File: src/rtl/turn_controller_if.sv
// Signal bundle between the turn controller and the tank, bullet and keyboard blocks.
// The master side is the controller; the slave side is its environment.
interface turn_controller_if;
  logic [7:0] keycode;
  logic       shot_done;
  logic       hit_tank1;
  logic       hit_tank2;
  logic       player1flag;
  logic       player2flag;
  logic       fire1;
  logic       fire2;
  logic [9:0] turn_timer;
  logic [2:0] p1_health;
  logic [2:0] p2_health;
  logic       game_over;
  logic [1:0] winner;

  modport master (
    input  keycode, shot_done, hit_tank1, hit_tank2,
    output player1flag, player2flag, fire1, fire2, turn_timer,
           p1_health, p2_health, game_over, winner
  );

  modport slave (
    output keycode, shot_done, hit_tank1, hit_tank2,
    input  player1flag, player2flag, fire1, fire2, turn_timer,
           p1_health, p2_health, game_over, winner
  );
endinterface

File: src/rtl/turn_controller.sv
// Turn-based game flow for two tanks: move phases, shot flight, health and game end.
// All outputs are registered and update on the rising frame clock.
module turn_controller #(
  parameter logic [7:0] FIRE_KEY    = 8'h2C,
  parameter logic [9:0] TURN_FRAMES = 10'd600,
  parameter logic [9:0] FLIGHT_MAX  = 10'd255,
  parameter logic [2:0] MAX_HP      = 3'd3
) (
  input  logic               frame_clk,
  input  logic               Reset,
  turn_controller_if.master  tc
);

  typedef enum logic [2:0] {
    P1_MOVE   = 3'd0,
    P1_FLIGHT = 3'd1,
    P2_MOVE   = 3'd2,
    P2_FLIGHT = 3'd3,
    GAME_OVER = 3'd4
  } state_t;

  state_t     state_r, state_s;
  logic [9:0] timer_r, timer_s;
  logic [9:0] flight_cnt_r, flight_cnt_s;
  logic [2:0] p1_hp_r, p1_hp_s;
  logic [2:0] p2_hp_r, p2_hp_s;
  logic       arm_r, arm_s;
  logic       fire1_r, fire1_s;
  logic       fire2_r, fire2_s;
  logic       p1_flag_r, p1_flag_s;
  logic       p2_flag_r, p2_flag_s;
  logic       game_over_r, game_over_s;
  logic [1:0] winner_r, winner_s;
  logic       key_fire_s, fire_ev_s, resolve_s, hit1_s, hit2_s;
  state_t     other_move_s;

  // Next-state and next-output computation for the game flow.
  always_comb begin
    state_s      = state_r;
    timer_s      = timer_r;
    flight_cnt_s = flight_cnt_r;
    p1_hp_s      = p1_hp_r;
    p2_hp_s      = p2_hp_r;
    fire1_s      = 1'b0;
    fire2_s      = 1'b0;
    game_over_s  = game_over_r;
    winner_s     = winner_r;
    resolve_s    = 1'b0;
    hit1_s       = 1'b0;
    hit2_s       = 1'b0;
    other_move_s = P1_MOVE;

    key_fire_s = (tc.keycode == FIRE_KEY);
    fire_ev_s  = key_fire_s && arm_r && ((state_r == P1_MOVE) || (state_r == P2_MOVE));

    // A press is consumed only by an actual shot; releasing re-arms.
    if (!key_fire_s) begin
      arm_s = 1'b1;
    end else if (fire_ev_s) begin
      arm_s = 1'b0;
    end else begin
      arm_s = arm_r;
    end

    case (state_r)
      P1_MOVE, P2_MOVE: begin
        if (timer_r != 10'd0) begin
          timer_s = timer_r - 10'd1;
        end else begin
          timer_s = timer_r;
        end
        if (fire_ev_s) begin
          fire1_s      = (state_r == P1_MOVE);
          fire2_s      = (state_r == P2_MOVE);
          state_s      = (state_r == P1_MOVE) ? P1_FLIGHT : P2_FLIGHT;
          flight_cnt_s = 10'd0;
        end else if (timer_r == 10'd0) begin
          state_s = (state_r == P1_MOVE) ? P2_MOVE : P1_MOVE;
          timer_s = TURN_FRAMES;
        end else begin
          state_s = state_r;
        end
      end
      P1_FLIGHT, P2_FLIGHT: begin
        flight_cnt_s = flight_cnt_r + 10'd1;
        other_move_s = (state_r == P1_FLIGHT) ? P2_MOVE : P1_MOVE;
        if (tc.shot_done) begin
          resolve_s = 1'b1;
          hit1_s    = tc.hit_tank1;
          hit2_s    = tc.hit_tank2;
        end else if (flight_cnt_s == FLIGHT_MAX) begin
          resolve_s = 1'b1;
        end else begin
          resolve_s = 1'b0;
        end
      end
      GAME_OVER: begin
        state_s = GAME_OVER;
      end
      default: begin
        state_s = P1_MOVE;
      end
    endcase

    // Shot resolution: saturating damage, then either game end or turn handover.
    if (resolve_s) begin
      if (hit1_s && (p1_hp_r != 3'd0)) begin
        p1_hp_s = p1_hp_r - 3'd1;
      end else begin
        p1_hp_s = p1_hp_r;
      end
      if (hit2_s && (p2_hp_r != 3'd0)) begin
        p2_hp_s = p2_hp_r - 3'd1;
      end else begin
        p2_hp_s = p2_hp_r;
      end
      if ((p1_hp_s == 3'd0) || (p2_hp_s == 3'd0)) begin
        state_s     = GAME_OVER;
        game_over_s = 1'b1;
        if ((p1_hp_s == 3'd0) && (p2_hp_s == 3'd0)) begin
          winner_s = 2'b11;
        end else if (p2_hp_s == 3'd0) begin
          winner_s = 2'b01;
        end else begin
          winner_s = 2'b10;
        end
      end else begin
        state_s = other_move_s;
        timer_s = TURN_FRAMES;
      end
    end else begin
      p1_hp_s = p1_hp_r;
      p2_hp_s = p2_hp_r;
    end

    p1_flag_s = (state_s == P1_MOVE);
    p2_flag_s = (state_s == P2_MOVE);
  end

  // State and output registers.
  always_ff @(posedge frame_clk or posedge Reset) begin
    if (Reset) begin
      state_r      <= P1_MOVE;
      timer_r      <= TURN_FRAMES;
      flight_cnt_r <= 10'd0;
      p1_hp_r      <= MAX_HP;
      p2_hp_r      <= MAX_HP;
      arm_r        <= 1'b0;
      fire1_r      <= 1'b0;
      fire2_r      <= 1'b0;
      p1_flag_r    <= 1'b1;
      p2_flag_r    <= 1'b0;
      game_over_r  <= 1'b0;
      winner_r     <= 2'b00;
    end else begin
      state_r      <= state_s;
      timer_r      <= timer_s;
      flight_cnt_r <= flight_cnt_s;
      p1_hp_r      <= p1_hp_s;
      p2_hp_r      <= p2_hp_s;
      arm_r        <= arm_s;
      fire1_r      <= fire1_s;
      fire2_r      <= fire2_s;
      p1_flag_r    <= p1_flag_s;
      p2_flag_r    <= p2_flag_s;
      game_over_r  <= game_over_s;
      winner_r     <= winner_s;
    end
  end

  assign tc.player1flag = p1_flag_r;
  assign tc.player2flag = p2_flag_r;
  assign tc.fire1       = fire1_r;
  assign tc.fire2       = fire2_r;
  assign tc.turn_timer  = timer_r;
  assign tc.p1_health   = p1_hp_r;
  assign tc.p2_health   = p2_hp_r;
  assign tc.game_over   = game_over_r;
  assign tc.winner      = winner_r;

endmodule

File: src/flat_wrapper.sv
// flat-port wrapper written by rule: the top's interface ports become plain ports
module turn_controller_flat 
#(
  parameter logic [7:0] FIRE_KEY    = 8'h2C,
  parameter logic [9:0] TURN_FRAMES = 10'd600,
  parameter logic [9:0] FLIGHT_MAX  = 10'd255,
  parameter logic [2:0] MAX_HP      = 3'd3
)
  (frame_clk, Reset, tc_keycode, tc_shot_done, tc_hit_tank1, tc_hit_tank2, tc_player1flag, tc_player2flag, tc_fire1, tc_fire2, tc_turn_timer, tc_p1_health, tc_p2_health, tc_game_over, tc_winner);
  turn_controller_if tc_i ();
  input  logic frame_clk;
  input  logic Reset;
  input wire logic [$bits(tc_i.keycode)-1:0] tc_keycode;
  input wire logic [$bits(tc_i.shot_done)-1:0] tc_shot_done;
  input wire logic [$bits(tc_i.hit_tank1)-1:0] tc_hit_tank1;
  input wire logic [$bits(tc_i.hit_tank2)-1:0] tc_hit_tank2;
  output wire logic [$bits(tc_i.player1flag)-1:0] tc_player1flag;
  output wire logic [$bits(tc_i.player2flag)-1:0] tc_player2flag;
  output wire logic [$bits(tc_i.fire1)-1:0] tc_fire1;
  output wire logic [$bits(tc_i.fire2)-1:0] tc_fire2;
  output wire logic [$bits(tc_i.turn_timer)-1:0] tc_turn_timer;
  output wire logic [$bits(tc_i.p1_health)-1:0] tc_p1_health;
  output wire logic [$bits(tc_i.p2_health)-1:0] tc_p2_health;
  output wire logic [$bits(tc_i.game_over)-1:0] tc_game_over;
  output wire logic [$bits(tc_i.winner)-1:0] tc_winner;
  assign tc_i.keycode = tc_keycode;
  assign tc_i.shot_done = tc_shot_done;
  assign tc_i.hit_tank1 = tc_hit_tank1;
  assign tc_i.hit_tank2 = tc_hit_tank2;
  assign tc_player1flag = tc_i.player1flag;
  assign tc_player2flag = tc_i.player2flag;
  assign tc_fire1 = tc_i.fire1;
  assign tc_fire2 = tc_i.fire2;
  assign tc_turn_timer = tc_i.turn_timer;
  assign tc_p1_health = tc_i.p1_health;
  assign tc_p2_health = tc_i.p2_health;
  assign tc_game_over = tc_i.game_over;
  assign tc_winner = tc_i.winner;
  turn_controller #(.FIRE_KEY(FIRE_KEY), .TURN_FRAMES(TURN_FRAMES), .FLIGHT_MAX(FLIGHT_MAX), .MAX_HP(MAX_HP)) u_core (.frame_clk(frame_clk), .Reset(Reset), .tc(tc_i));
endmodule
File: config.mk
export PLATFORM = sky130hd
export DESIGN_NAME = turn_controller_flat
export DESIGN_NICKNAME = d
export VERILOG_FILES = /design/src/rtl/turn_controller_if.sv /design/src/rtl/turn_controller.sv /design/src/flat_wrapper.sv
export SDC_FILE = /design/constraint.sdc
export NUM_CORES = 1
export LEC_CHECK = 0
export CAP_MARGIN = 25
export CORE_UTILIZATION = 40
export DETAILED_ROUTE_END_ITERATION = 16
export HOLD_SLACK_MARGIN = 0.02
export PLACE_DENSITY = 0.72
export SLEW_MARGIN = 10
export SYNTH_ARGS = -nofsm -noshare
export SYNTH_HDL_FRONTEND = slang
export SYNTH_SLANG_ARGS = --single-unit
File: constraint.sdc
create_clock -name frame_clk -period 2.8 [get_ports frame_clk]
set_input_delay 0.56 -clock frame_clk [delete_from_list [all_inputs] [get_ports frame_clk]]
set_output_delay 0.56 -clock frame_clk [all_outputs]
set_load 0.05 [all_outputs]
Yosys cells after proc, flatten, opt, wreduce, memory -nomap -nowiden
Cells that the tools add are included. W data, S select, Z words.

Logic and storage cells: 81. Bits in registers: 37. Output and inout port bits: 23.

Equal/unequal tests: 9. Reduce and logical (&&, ||, !) cells: 20. Add/subtract/negate cells: 4. Multiplexer cells: 36.

Operators by type and width (number): $mux W10 (7); $mux W3 (9); $pmux W10 S2 (1); $mux W1 (13); $logic_not A3 Y1 (4); $add A10 B1 Y10 const B (1); $eq A10 B8 Y1 const B (1); $logic_not A10 Y1 (1); $mux W2 (5); $reduce_bool A10 Y1 (1); $sub A10 B1 Y10 const B (1); $eq A3 B2 Y1 const B (3); $pmux W3 S3 (1); $eq A8 B6 Y1 const B (1); $reduce_bool A3 Y1 (2); $sub A3 B1 Y3 const B (2); $logic_and A1 B1 Y1 (5); $reduce_and A2 Y1 (2); $reduce_or A2 Y1 (2); $eq A3 B1 Y1 const B (1); $eq A3 B3 Y1 const B (1); $logic_or A1 B1 Y1 (2); $ne A2 B1 Y1 const B (1); $ne A2 B2 Y1 const B (1); $reduce_bool A2 Y1 (1).

Depth between registers and ports, before layout
Depth after elaboration: 11. Gate-level depth with buffers: 10. Gate-level depth less buffers: 9.

Worst setup path after synthesis
Ideal clock, no wire load.

Path kind: register to register. Start point: register u_core.p2_hp_r[0], in the netlist u_core.tc.p2_health[0]. End point: register u_core.p2_flag_r, in the netlist u_core.tc.player2flag. Slack: 0.158 ns. Setup time: 0.118 ns. Cell stages (with the launch flop): 9. Arrival: 2.524 ns. Path buffers: 0. Cell sequence: dfstp_2 > inv_1 > ha_1 > ha_1 > nor3b_4 > mux2i_1 > nor4_4 > a221o_2 > nor2b_1.

Cells in the longest elaborated chain, start to end: 9. Elaborated cells on any way between the ends: 10. Those cells by class: add/sub: 1; eq/ne: 1; mux: 4; reduce/logical: 4.

Ends and longest elaborated chain: from (decl) (line turn_controller.sv:26) `logic [2:0] p2_hp_r, p2_hp_s;`; from (signal assigned) (line turn_controller.sv:160) `p2_hp_r <= p2_hp_s;`; parallel branches: the longest is 2 deep, another holds $sub A3 B1 Y3; $mux W3 (*) (line turn_controller.sv:112) `if (hit2_s && (p2_hp_r != 3'd0)) begin`; $mux W3 (*) (line turn_controller.sv:106) `if (resolve_s) begin`; $logic_not A3 Y1 (*) (line turn_controller.sv:117) `if ((p1_hp_s == 3'd0) || (p2_hp_s == 3'd0)) begin`; $logic_or A1 B1 Y1 (*) (line turn_controller.sv:117); $mux W3 (*) (line turn_controller.sv:117); $mux W3 (*) (line turn_controller.sv:106); net u_core.state_s[1] (line turn_controller.sv:22) `state_t state_r, state_s;`; $eq A3 B2 Y1 (*) (line turn_controller.sv:137) `p2_flag_s = (state_s == P2_MOVE);`; net u_core.p2_flag_s (line turn_controller.sv:31) `logic p2_flag_r, p2_flag_s;`; to (signal assigned) (line turn_controller.sv:165) `p2_flag_r <= p2_flag_s;`; to (decl) (line turn_controller.sv:31).

Mark *: on every way through the listed nets, which the timed path passes. The select of a mux whose other input is x is not followed. A chain may end at the register's enable or synchronous reset.

Worst setup path after layout
Start point: register u_core.flight_cnt_r[0]. End point: register u_core.p1_flag_r, in the netlist u_core.tc.player1flag.

Cells in the longest elaborated chain, start to end: 7.

Ends and longest elaborated chain: from (decl) (line turn_controller.sv:24) `logic [9:0] flight_cnt_r, flight_cnt_s;`; from (signal assigned) (line turn_controller.sv:158) `flight_cnt_r <= flight_cnt_s;`; $add A10 B1 Y10 (line turn_controller.sv:85) `flight_cnt_s = flight_cnt_r + 10'd1;`; $eq A10 B8 Y1 (line turn_controller.sv:91) `end else if (flight_cnt_s == FLIGHT_MAX) begin`; $mux W1 (line turn_controller.sv:91); $mux W1 (line turn_controller.sv:87) `if (tc.shot_done) begin`; $mux W1 (line turn_controller.sv:65) `case (state_r)`; $mux W3 (line turn_controller.sv:106); $logic_not A3 Y1 (line turn_controller.sv:136) `p1_flag_s = (state_s == P1_MOVE);`; net u_core.p1_flag_s (line turn_controller.sv:30) `logic p1_flag_r, p1_flag_s;`; to (signal assigned) (line turn_controller.sv:164) `p1_flag_r <= p1_flag_s;`; to (decl) (line turn_controller.sv:30).

The timed path passes the listed nets, and every way through them passes these cells.

==> qor.yml <==
status: "finished clean"
htree_levels: 2
drt_pre_antenna_iters: 4
rr_worst_depth: 7
setup_viol: 0
place.gp.congestion: 0.841
grt_start_max_net_pins: 38
dpl.hpwl_um: 3260
rr_endpoint: "u_core.tc.player1flag$_DFF_PP1_"
dr_total_vias: 1763
synth_xor_area_frac: 0.0244
clock-root-buffer: "clkbuf_8"
endpoint_kind: "flop"
synth_compound_area_frac: 0.147
synth_edf_count: 0
synth_nets: 250
row_count: 26
vdd_drop_max_mv: 0.635
placed_area_mm2: 0.00261
final_area_mm2: 0.00273
power_mw: 2.79
cts_resized: 0
start_kind: "flop"
finalSetupTns_ps: 0
critical_path.max_stage_delay_ps: 540
cts.sinks: 37
worst-path-buf-inv: 0
grt_pass1_vias: 1577
start_util: 0.420
worstPathCellList: "ha_1 > or4b_1 > a211oi_2 > o31ai_2 > or2_1 > a221o_1 > nor2_1"
fmax_ghz: 0.399
io_pins: 36
drv_cap: 0
cellLeakagePower_nw: 1.16
port_buffers: 35
synth-async-reset-ratio: 1.00
drive_above_1_share: 0.151
grt_pass1_wl_um: 7610
synth_top_family_by_area: "simple AND/OR/NAND/NOR gates"
drc: 0
final_cell_count_no_fill: 341
skew_ps: 9.88
fillers: 493
cp.arrival_ps: 2750
hold_start: "u_core.arm_r$_DFFE_PP0P_"
die_w_um: 75.4
synth_ff_type: "dfrtp_1"
synthAdderAreaFrac: 0.0522
hold_viol_final: 0
dp_cells: 333
clk_latency_ps: 310
cp_slowest_cell: "or4b_1"
die_h_um: 75.4
area_growth_syn_to_layout_pct: 26.5
ff2ff_setup_slack_ps: 290
synth_cell_types: 52
totalWireLength_um: 4530
grtUsageTotal: 0.181
wire_per_inst_um: 13.3
whs_ps: 487
rsz0062_at_grt: "no"
ctsHoldBuffers: 0
mostFrequentLayoutCell: "clkdlybuf4s50_1"
tightest_slew_ps: 607
slew_viol_final: 0
drt_iter0_drc: 97
worst-path-stages: 7
netlist_top_cells_area: "dfrtp_1, dfstp_2, ha_1"
critPathTopFamily: "simple AND/OR/NAND/NOR gates"
yosysTopAreaCell: "dfrtp_1"
die_area_mm2: 0.00569
crit_path_max_fanout: 8
period_share: 0.895
cp.required_ps: 3040
yosysSeqAreaShare: 0.434
yosys_register_bits: 37
relSlewSlack: 0.593
cts.clk_slew.worst_paths_ps: 80
avgViaCountPerCell: 5.17
cts.path.max_buffers: 2
power_density_mw_per_mm2: 1020
min_period_ps: 2510
cts_tree: "done"
grt_antenna_before_repair: 0
avgSynthCellArea_um2: 9.46
final_nets: 292
synth.mux.area_fraction: 0.0342
yosys_warnings: 0
post_cts.repair.setup_buffers: 0
postRouteAntennaNets: 0
syn_inst: 228
gr-total-overflow: 0
mostFrequentLayoutCells: "clkdlybuf4s50_1, dfrtp_1, nand2_1"
startpoint: "u_core.flight_cnt_r[0]$_DFFE_PP0P_"
yosysTopAreaCellShare: 0.325
synthSimpleGateAreaFrac: 0.257
synth_area_mm2: 0.00216
cts_made_buffers: 5
coreArea_mm2: 0.00514
hold_path.class: "reg -> reg"
rr_startpoint: "u_core.flight_cnt_r[0]$_DFFE_PP0P_"
crit_type: "reg -> reg"
n_antenna_cell: 0
cp-endpoint: "u_core.tc.player1flag$_DFF_PP1_"
worst reg2reg max path: cells and delay by family (launching register included):
family | cells | cell delay, ps
flops | 1 | 460
compound gates | 3 | 720
simple gates | 3 | 950
fa+ha+maj | 1 | 310
power by group:
part / internal (mW) / switching [mW] / leakage [nW]
clock: 0.290 / 0.202 / 0.0574
sequential: 0.740 / 0.229 / 0.442
combinational: 0.505 / 0.825 / 0.658
per-layer routing:
layer / share of wire / track usage / vias up
met5: 0 / 0 / -
met4: 0.019 / 0.0679 / 0
met3: 0.041 / 0.0476 / 7
met2: 0.46 / 0.267 / 40
met1: 0.48 / 0.255 / 823
li1: - / - / 893
sequential cells by signal, indices dropped and copies added, names as in the netlist:
name and count:
u_core.tc.player1flag 1, u_core.state_r 3, u_core.tc.p2_health 3, u_core.tc.fire2 1, u_core.tc.game_over 1, u_core.flight_cnt_r 10
u_core.tc.winner 2, u_core.arm_r 1, u_core.tc.fire1 1, u_core.tc.p1_health 3, u_core.tc.player2flag 1, u_core.tc.turn_timer 10
kinds of logic after synthesis:
group | after synthesis
multiplexers | 7
XOR/XNOR | 6
buffers and inverters | 24
flip-flops | 37
adder cells (fa/ha/maj) | 9
AND/OR/NAND/NOR | 97
AO/OA/AOI/OAI | 48
synthesized netlist by cell type (2+ instances only):
cell and n:
inv_1 16, nor3b_4 2, xnor2_1 4, a21oi_1 10
o21ai_0 15, nor2_1 21, and3_1 4, dfrtp_1 28
clkbuf_1 3, nor2b_1 3, nor4_4 2, nor4b_1 2
mux2_2 3, or2_2 2, nand3_1 10, a31oi_1 3
mux2i_1 4, nor4_1 3, nand4_1 4, nor3_1 8
a21o_1 3, dfstp_2 9, or4b_1 2, nand2_1 26
xor2_1 2, buf_2 2, o22ai_1 4, ha_1 9
layout make-up:
type	instances	area (µm²)	share of cell area
clock inverters	2	37.5	0.0138
flip-flops and latches	37	937	0.344
well taps	70	87.6	0.0321
clock buffers	6	82.6	0.0303
repair buffers	42	403	0.148
multi-input cells	167	1110	0.407
inverters	17	68.8	0.0252
metrics by stage:
step	utilization	worst slack, ps
2_1_floorplan	-	158
3_3_place_gp	0.507	221
3_5_place_dp	0.507	157
4_1_cts	0.531	273
5_1_grt	0.531	119
6_report	0.531	293
worst min-delay path by stage:
stage / cells past startpoint / slack (ps) / to
after detailed placement: 1 / 460 / u_core.tc.game_over$_DFFE_PP0P_
after global routing: 2 / 520 / u_core.arm_r$_DFFE_PP0P_
final: 2 / 490 / u_core.arm_r$_DFFE_PP0P_
after CTS: 1 / 490 / u_core.tc.game_over$_DFFE_PP0P_
after floorplan: 2 / 450 / u_core.arm_r$_DFFE_PP0P_
after global placement: 1 / 470 / u_core.tc.game_over$_DFFE_PP0P_
(Power assumes the default switching activity.)
